===== src/rtl/conv_pe_pkg.sv =====
`default_nettype none
// ============================================================================
// Module   : conv_pe_pkg
// Purpose  : Shared definitions for the CNN processing-element convolution
//            sequencer: state encodings, the state enum, the strobe bundle
//            and the default address/count width.
// Ports    : none (package)
// Revision : 1.0 - initial release
// ============================================================================
package conv_pe_pkg;

  // Default width of address/count fields and of the psum output address.
  localparam int CONFIG_BIT_DEF = 4;

  // State encodings.
  localparam logic [2:0] S_IDLE  = 3'd0;
  localparam logic [2:0] S_LOAD  = 3'd1;
  localparam logic [2:0] S_FETCH = 3'd2;
  localparam logic [2:0] S_ACC   = 3'd3;
  localparam logic [2:0] S_DONE  = 3'd4;
  localparam logic [2:0] S_NEXT  = 3'd5;
  localparam logic [2:0] S_ROWSW = 3'd6;

  typedef enum logic [2:0] {
    ST_IDLE  = S_IDLE,
    ST_LOAD  = S_LOAD,
    ST_FETCH = S_FETCH,
    ST_ACC   = S_ACC,
    ST_DONE  = S_DONE,
    ST_NEXT  = S_NEXT,
    ST_ROWSW = S_ROWSW
  } state_e;

  // Per-cycle control strobes decoded from the sequencer state.
  typedef struct packed {
    logic ldds;
    logic dsen;
    logic sel_next;
    logic ferst;
    logic feen;
    logic wfrst;
    logic wfen;
    logic chipen;
    logic filterren;
    logic acc_clr;
    logic acc_en;
    logic done;
  } strobe_t;

endpackage
`default_nettype wire


===== src/rtl/conv_pe_sequencer_if.sv =====
`default_nettype none
// ============================================================================
// Module   : conv_pe_sequencer_if
// Purpose  : Bundles the status inputs and control/handshake outputs of the
//            convolution sequencer.
// Ports    : master modport - sequencer side (status in, strobes out)
//            slave  modport - datapath / controller side (mirror image)
//            Status : row_ready, stall, wr_busy, elco, wfco, end_of_row
//            Control: ldds, dsen, sel_next, num, ferst, feen, wfrst, wfen,
//                     chipen, filterren, acc_clr, acc_en, done, out_addr, busy
// Revision : 1.0 - initial release
// ============================================================================
interface conv_pe_sequencer_if
  import conv_pe_pkg::*;
#(
  parameter int CONFIG_BIT = CONFIG_BIT_DEF
);

  // Status from the surrounding datapath / controllers
  logic                  row_ready;
  logic                  stall;
  logic                  wr_busy;
  logic                  elco;
  logic                  wfco;
  logic                  end_of_row;

  // Control toward address generators, filter SRAM, accumulator, writer
  logic                  ldds;
  logic                  dsen;
  logic                  sel_next;
  logic                  num;
  logic                  ferst;
  logic                  feen;
  logic                  wfrst;
  logic                  wfen;
  logic                  chipen;
  logic                  filterren;
  logic                  acc_clr;
  logic                  acc_en;
  logic                  done;
  logic [CONFIG_BIT-1:0] out_addr;
  logic                  busy;

  modport master (
    input  row_ready, stall, wr_busy, elco, wfco, end_of_row,
    output ldds, dsen, sel_next, num, ferst, feen, wfrst, wfen,
           chipen, filterren, acc_clr, acc_en, done, out_addr, busy
  );

  modport slave (
    output row_ready, stall, wr_busy, elco, wfco, end_of_row,
    input  ldds, dsen, sel_next, num, ferst, feen, wfrst, wfen,
           chipen, filterren, acc_clr, acc_en, done, out_addr, busy
  );

endinterface
`default_nettype wire


===== src/rtl/conv_pe_sequencer.sv =====
`default_nettype none
// ============================================================================
// Module   : conv_pe_sequencer
// Purpose  : Main convolution sequencer of the CNN processing element.
//            Walks each (window, filter) pair: loads the window start,
//            fetches filter elements, accumulates, hands the psum to the
//            write controller with a one-cycle done pulse, then advances to
//            the next filter, the next window, or the next IFmap row slot.
// Ports    : clk  - single clock, rising edge
//            rst  - synchronous active-high reset
//            bus  - conv_pe_sequencer_if.master (status in, strobes out,
//                   registered num / out_addr, busy)
// Revision : 1.0 - initial release
// ============================================================================
module conv_pe_sequencer
  import conv_pe_pkg::*;
#(
  parameter int CONFIG_BIT = CONFIG_BIT_DEF
) (
  input  logic                clk,
  input  logic                rst,
  conv_pe_sequencer_if.master bus
);

  state_e                state_q, state_d;
  logic                  num_q, num_d;
  logic [CONFIG_BIT-1:0] out_addr_q, out_addr_d;
  strobe_t               strb;

  // Next-state and strobe decode. Strobes come from the current state; only
  // FETCH (stall), DONE (wr_busy) and NEXT (wfco / end_of_row) qualify them
  // with an input, so a hold cycle never emits a partial action.
  always_comb begin
    state_d    = state_q;
    num_d      = num_q;
    out_addr_d = out_addr_q;
    strb       = '0;

    case (state_q)
      ST_IDLE: begin
        if (bus.row_ready) state_d = ST_LOAD;
      end

      ST_LOAD: begin
        strb.ldds    = 1'b1;
        strb.ferst   = 1'b1;
        strb.wfrst   = 1'b1;
        strb.acc_clr = 1'b1;
        state_d      = ST_FETCH;
      end

      ST_FETCH: begin
        if (!bus.stall) begin
          strb.chipen    = 1'b1;
          strb.filterren = 1'b1;
          state_d        = ST_ACC;   // SRAM data arrives next cycle
        end
      end

      ST_ACC: begin
        strb.acc_en = 1'b1;
        strb.feen   = 1'b1;
        state_d     = bus.elco ? ST_DONE : ST_FETCH;
      end

      ST_DONE: begin
        if (!bus.wr_busy) begin
          strb.done  = 1'b1;
          out_addr_d = out_addr_q + 1'b1;   // wraps naturally
          state_d    = ST_NEXT;
        end
      end

      ST_NEXT: begin
        strb.ferst   = 1'b1;
        strb.acc_clr = 1'b1;
        if (!bus.wfco) begin
          // Same window, next filter
          strb.wfen = 1'b1;
          state_d   = ST_FETCH;
        end else if (!bus.end_of_row) begin
          // All filters done: slide window by stride
          strb.wfrst = 1'b1;
          strb.dsen  = 1'b1;
          state_d    = ST_FETCH;
        end else begin
          // Row complete: switch to the other IFmap row slot
          strb.wfrst = 1'b1;
          num_d      = ~num_q;
          state_d    = ST_ROWSW;
        end
      end

      ST_ROWSW: begin
        // Preload the end registers of the newly active slot
        strb.ldds     = 1'b1;
        strb.sel_next = 1'b1;
        state_d       = ST_IDLE;
      end

      default: begin
        state_d = ST_IDLE;
      end
    endcase

    // A cycle with reset asserted never issues an action, so an aborted
    // psum cannot leak a done pulse.
    if (rst) strb = '0;
  end

  always_ff @(posedge clk) begin
    if (rst) begin
      state_q    <= ST_IDLE;
      num_q      <= 1'b0;
      out_addr_q <= '0;
    end else begin
      state_q    <= state_d;
      num_q      <= num_d;
      out_addr_q <= out_addr_d;
    end
  end

  assign bus.ldds      = strb.ldds;
  assign bus.dsen      = strb.dsen;
  assign bus.sel_next  = strb.sel_next;
  assign bus.ferst     = strb.ferst;
  assign bus.feen      = strb.feen;
  assign bus.wfrst     = strb.wfrst;
  assign bus.wfen      = strb.wfen;
  assign bus.chipen    = strb.chipen;
  assign bus.filterren = strb.filterren;
  assign bus.acc_clr   = strb.acc_clr;
  assign bus.acc_en    = strb.acc_en;
  assign bus.done      = strb.done;
  assign bus.num       = num_q;
  assign bus.out_addr  = out_addr_q;
  assign bus.busy      = (state_q != ST_IDLE) && !rst;

endmodule
`default_nettype wire


===== src/flat_wrapper.sv =====
// flat-port wrapper written by rule: the top's interface ports become plain ports
module conv_pe_sequencer_flat import conv_pe_pkg::*;
#(
  parameter int CONFIG_BIT = CONFIG_BIT_DEF
)
  (clk, rst, bus_row_ready, bus_stall, bus_wr_busy, bus_elco, bus_wfco, bus_end_of_row, bus_ldds, bus_dsen, bus_sel_next, bus_num, bus_ferst, bus_feen, bus_wfrst, bus_wfen, bus_chipen, bus_filterren, bus_acc_clr, bus_acc_en, bus_done, bus_out_addr, bus_busy);
  conv_pe_sequencer_if #(.CONFIG_BIT(CONFIG_BIT)) bus_i ();
  input  logic clk;
  input  logic rst;
  input wire logic [$bits(bus_i.row_ready)-1:0] bus_row_ready;
  input wire logic [$bits(bus_i.stall)-1:0] bus_stall;
  input wire logic [$bits(bus_i.wr_busy)-1:0] bus_wr_busy;
  input wire logic [$bits(bus_i.elco)-1:0] bus_elco;
  input wire logic [$bits(bus_i.wfco)-1:0] bus_wfco;
  input wire logic [$bits(bus_i.end_of_row)-1:0] bus_end_of_row;
  output wire logic [$bits(bus_i.ldds)-1:0] bus_ldds;
  output wire logic [$bits(bus_i.dsen)-1:0] bus_dsen;
  output wire logic [$bits(bus_i.sel_next)-1:0] bus_sel_next;
  output wire logic [$bits(bus_i.num)-1:0] bus_num;
  output wire logic [$bits(bus_i.ferst)-1:0] bus_ferst;
  output wire logic [$bits(bus_i.feen)-1:0] bus_feen;
  output wire logic [$bits(bus_i.wfrst)-1:0] bus_wfrst;
  output wire logic [$bits(bus_i.wfen)-1:0] bus_wfen;
  output wire logic [$bits(bus_i.chipen)-1:0] bus_chipen;
  output wire logic [$bits(bus_i.filterren)-1:0] bus_filterren;
  output wire logic [$bits(bus_i.acc_clr)-1:0] bus_acc_clr;
  output wire logic [$bits(bus_i.acc_en)-1:0] bus_acc_en;
  output wire logic [$bits(bus_i.done)-1:0] bus_done;
  output wire logic [$bits(bus_i.out_addr)-1:0] bus_out_addr;
  output wire logic [$bits(bus_i.busy)-1:0] bus_busy;
  assign bus_i.row_ready = bus_row_ready;
  assign bus_i.stall = bus_stall;
  assign bus_i.wr_busy = bus_wr_busy;
  assign bus_i.elco = bus_elco;
  assign bus_i.wfco = bus_wfco;
  assign bus_i.end_of_row = bus_end_of_row;
  assign bus_ldds = bus_i.ldds;
  assign bus_dsen = bus_i.dsen;
  assign bus_sel_next = bus_i.sel_next;
  assign bus_num = bus_i.num;
  assign bus_ferst = bus_i.ferst;
  assign bus_feen = bus_i.feen;
  assign bus_wfrst = bus_i.wfrst;
  assign bus_wfen = bus_i.wfen;
  assign bus_chipen = bus_i.chipen;
  assign bus_filterren = bus_i.filterren;
  assign bus_acc_clr = bus_i.acc_clr;
  assign bus_acc_en = bus_i.acc_en;
  assign bus_done = bus_i.done;
  assign bus_out_addr = bus_i.out_addr;
  assign bus_busy = bus_i.busy;
  conv_pe_sequencer #(.CONFIG_BIT(CONFIG_BIT)) u_core (.clk(clk), .rst(rst), .bus(bus_i));
endmodule

===== config.mk =====
export PLATFORM = sky130hd
export DESIGN_NAME = conv_pe_sequencer_flat
export DESIGN_NICKNAME = d
export VERILOG_FILES = /design/src/rtl/conv_pe_pkg.sv /design/src/rtl/conv_pe_sequencer_if.sv /design/src/rtl/conv_pe_sequencer.sv /design/src/flat_wrapper.sv
export SDC_FILE = /design/constraint.sdc
export NUM_CORES = 1
export LEC_CHECK = 0
export ABC_AREA = 1
export CAP_MARGIN = 25
export CORE_UTILIZATION = 34
export DETAILED_ROUTE_END_ITERATION = 6
export PLACE_DENSITY_LB_ADDON = 0.3
export SLEW_MARGIN = 20
export SYNTH_ARGS = -nofsm -noshare
export SYNTH_HDL_FRONTEND = slang
export SYNTH_SLANG_ARGS = --single-unit

===== constraint.sdc =====
create_clock -name clk -period 1.02 [get_ports clk]
set_input_delay 0.102 -clock clk [delete_from_list [all_inputs] [get_ports clk]]
set_output_delay 0.102 -clock clk [all_outputs]
set_load 0.005 [all_outputs]

==> metrics.md <==
| Metric | Value |
|---|---|
| Lkg Pwr | 0.5438 nW |
| Post-synth cell types | 21 |
| Relative slew margins | 83.08% |
| Minimum hold slack | 0.4977 ns |
| Crit Path Class | flip-flop to output pin |
| Status | finished, violations left |
| Worst-path clk slew | 0.06 ns |
| GP Congestion | 0.8053 |
| Detail Placement HPWL | 1.090 mm |
| Multi-input logic area | 409.1 sq um |
| Setup crit start kind | flip-flop |
| #FFs+latches synth | 8 |
| Hold Path Class | input port to flip-flop |
| Max-cap violations | 0 |
| Die width | 41.55 um |
| Initial antenna violation count | 0 |
| Gr usage total | 21.93% |
| Starting Density | 38.46% |
| Post-synth EDFFs | 0 |
| TritonCTS Buffers | 3 |
| Top-count cell post-synth | nand2_1 |
| Synth async-reset ratio | 0% |
| Synth cell count leaders | nand2_1, inv_1, nor2_1 |
| Synth warnings | 0 |
| IO Pins | 26 |
| Clock Skew | 0.01414 ns |
| Placed insts | 134 |
| Drt wl/cell | 14.97 um |
| Synth top area cells | dfxtp_1, nand2_1, inv_1 |
| Rows | 13 |
| RSZ-0062 raised after global routing | yes |
| Final antenna-violating net count | 0 |
| DRC viols | 0 |
| Top cell type by total area after synthesis | dfxtp_1 |
| CP max FO | 5 |
| PortBufs | 25 |
| Cell chosen for the clock root | clkbuf_4 |
| Post-synthesis xor/xnor area fraction | 1.647% |
| Final hold violation count | 0 |
| Seq/Total Area, Yosys | 30.12% |
| Final Critical Period | 1.393 ns |
| NumNets Final | 142 |
| CP arrival | 1.29 ns |
| Vias in the first global route | 679 |
| Vias per inst | 5.158 |
| Maximum clock rate | 718.1 MHz |
| Final number of setup-violating endpoints | 20 |
| GR Util met3 | 6.522% |
| M2 GR Usage | 41.88% |
| Final non-filler cell total | 146 |
| Clock sinks | 8 |
| Worst skew pair latency | 0.27 ns |
| Full die area | 1726 sq um |
| Setup ws final | -0.3726 ns |
| Setup total negative slack | -4.852 ns |
| Post-layout util | 79.91% |
| Total number of vias | 753 |
| Failing checks | negative setup slack |
| Post-synthesis mux area share | 0% |
| Gr ovfl total | 0 |
| Finished layout cell area | 1105 sq um |
| R2r setup slk | -0.29 ns |
| Final WL | 2.186 mm |
| Depth of the CTS H-tree | 1 |
| Mean Syn Cell Area | 6.485 sq um |
| Top FF cell, synth | dfxtp_1 |
| Synth Area in Adders | 2.353% |
| Synth Area in Compound Gates | 7.765% |
| CTS tree | yes |
| Area growth, synth to finish | 107.8% |
| Drt first pass iters | 4 |
| Die Ht | 41.55 um |
| CP endpoint kind | output pin |
| FILL cells | 92 |
| Slew Viols, Final | 0 |
| Top cell type's share of synthesized area | 30.12% |
| Largest family of logic cells by synthesized area | simple AND/OR/NAND/NOR gates |
| Core area | 1383 sq um |
| WP data required | 0.92 ns |
| Storage element area | 175.2 sq um |
| Worst-Margin Slew | 0.2511 ns |
| Peak VDD IR | 0.0006671 V |
| Synthesized instance count | 82 |
| Fraction of layout cells with a size suffix above 1 | 62.60% |
| Total power per unit cell area | 933.6 nW/um^2 |
| Synth Area in Simple Gates | 41.18% |
| Busiest layer in global routing | met2 |
| Tcrit/Tclk final | 136.5% |
| Syn nets | 91 |
| Largest net degree at the start of global routing | 10 |
| CTS Hold Bufs | 0 |
| Cell Area, Placed | 907.1 sq um |
| First-pass GRT wire length | 2.904 mm |
| Antenna fix cells | 0 |
| Post-Syn Area | 531.8 sq um |
| Max clock buf depth | 2 |
| GR Layer Usage met1 | 22.52% |
| DR iter-0 viols | 16 |
-- final timing paths --
check,startpoint,endpoint,depth (start not counted)
setup / recovery,u_core.state_q[1],bus_wfrst,6
hold / removal,bus_row_ready,u_core.state_q[0],5
setup reg to reg,u_core.state_q[1],u_core.bus.out_addr[3],8
hold reg to reg,u_core.bus.num,u_core.bus.num,2
-- logic make-up after synthesis --
family | after synthesis
flops | 8
compound gates | 8
buf+inv | 19
fa+ha+maj | 1
xor+xnor | 1
simple gates | 45
-- report_power, final --
group / internal, mW / leakage [nW] / switching, mW
Clock: 0.135 / 0.0138 / 0.119
Combinational: 0.216 / 0.461 / 0.209
Sequential: 0.328 / 0.0685 / 0.0239
-- worst max-delay path, cell delays in order, from the launching register on --
cell	delay, ns
dfxtp_4	0.38
nor2_4	0.14
inv_2	0.07
nor2_4	0.10
inv_2	0.06
a21oi_2	0.13
buf_2	0.14
-- per-layer routing --
layer  wire, um  up-vias
met5          0        -
met4         70        0
met3        121        9
met2       1131       23
met1        864      367
li1           -      354
-- layout by cell type (no fill, tap or decap) --
cell,count
clkbuf_4,3
inv_2,2
nor2_1,5
nor3_2,2
nor2_4,5
xor2_1,1
nand3_1,3
nand4_1,1
dfxtp_2,3
nor3_4,1
dfxtp_4,3
nor4_4,2
inv_4,2
buf_6,9
inv_6,1
inv_1,8
buf_4,20
nand2_1,13
a21oi_1,1
nand3_2,2
nand2_4,3
dfxtp_1,2
ha_1,1
o21ai_0,1
nor2_2,3
clkdlybuf4s50_1,7
nand2_2,5
dlygate4sd2_1,5
buf_2,11
a21oi_2,5
o22ai_1,1
-- state kept, by name (all words and copies together) (netlist names) --
register and cells:
u_core.state_q 3, u_core.bus.out_addr 4, u_core.bus.num 1
-- layout make-up --
cell class              count  area share, %
inverters                  13          5.323
multi-input cells          55          37.03
repair buffers             52          38.05
flip-flops and latches      8          15.86
well taps                  15          1.699
clock buffers               3          2.039
-- through the flow --
stage,setup slack [ns],total power [mW]
floorplan,-0.01850,0.4797
global placement,-0.5324,0.6139
detailed placement,-0.5668,0.6204
CTS,-0.2952,0.9292
global route,-0.3904,1.078
finish,-0.3726,1.031
-- timing repair --
action / CTS / global route
gates resized for setup: 84 / 24
setup buffers: 4 / 5
cloned: 0 / 0
pin swaps: 5 / 10
endpoints found under the setup margin: 26 / 21
Power figures use the tool's default switching activity.
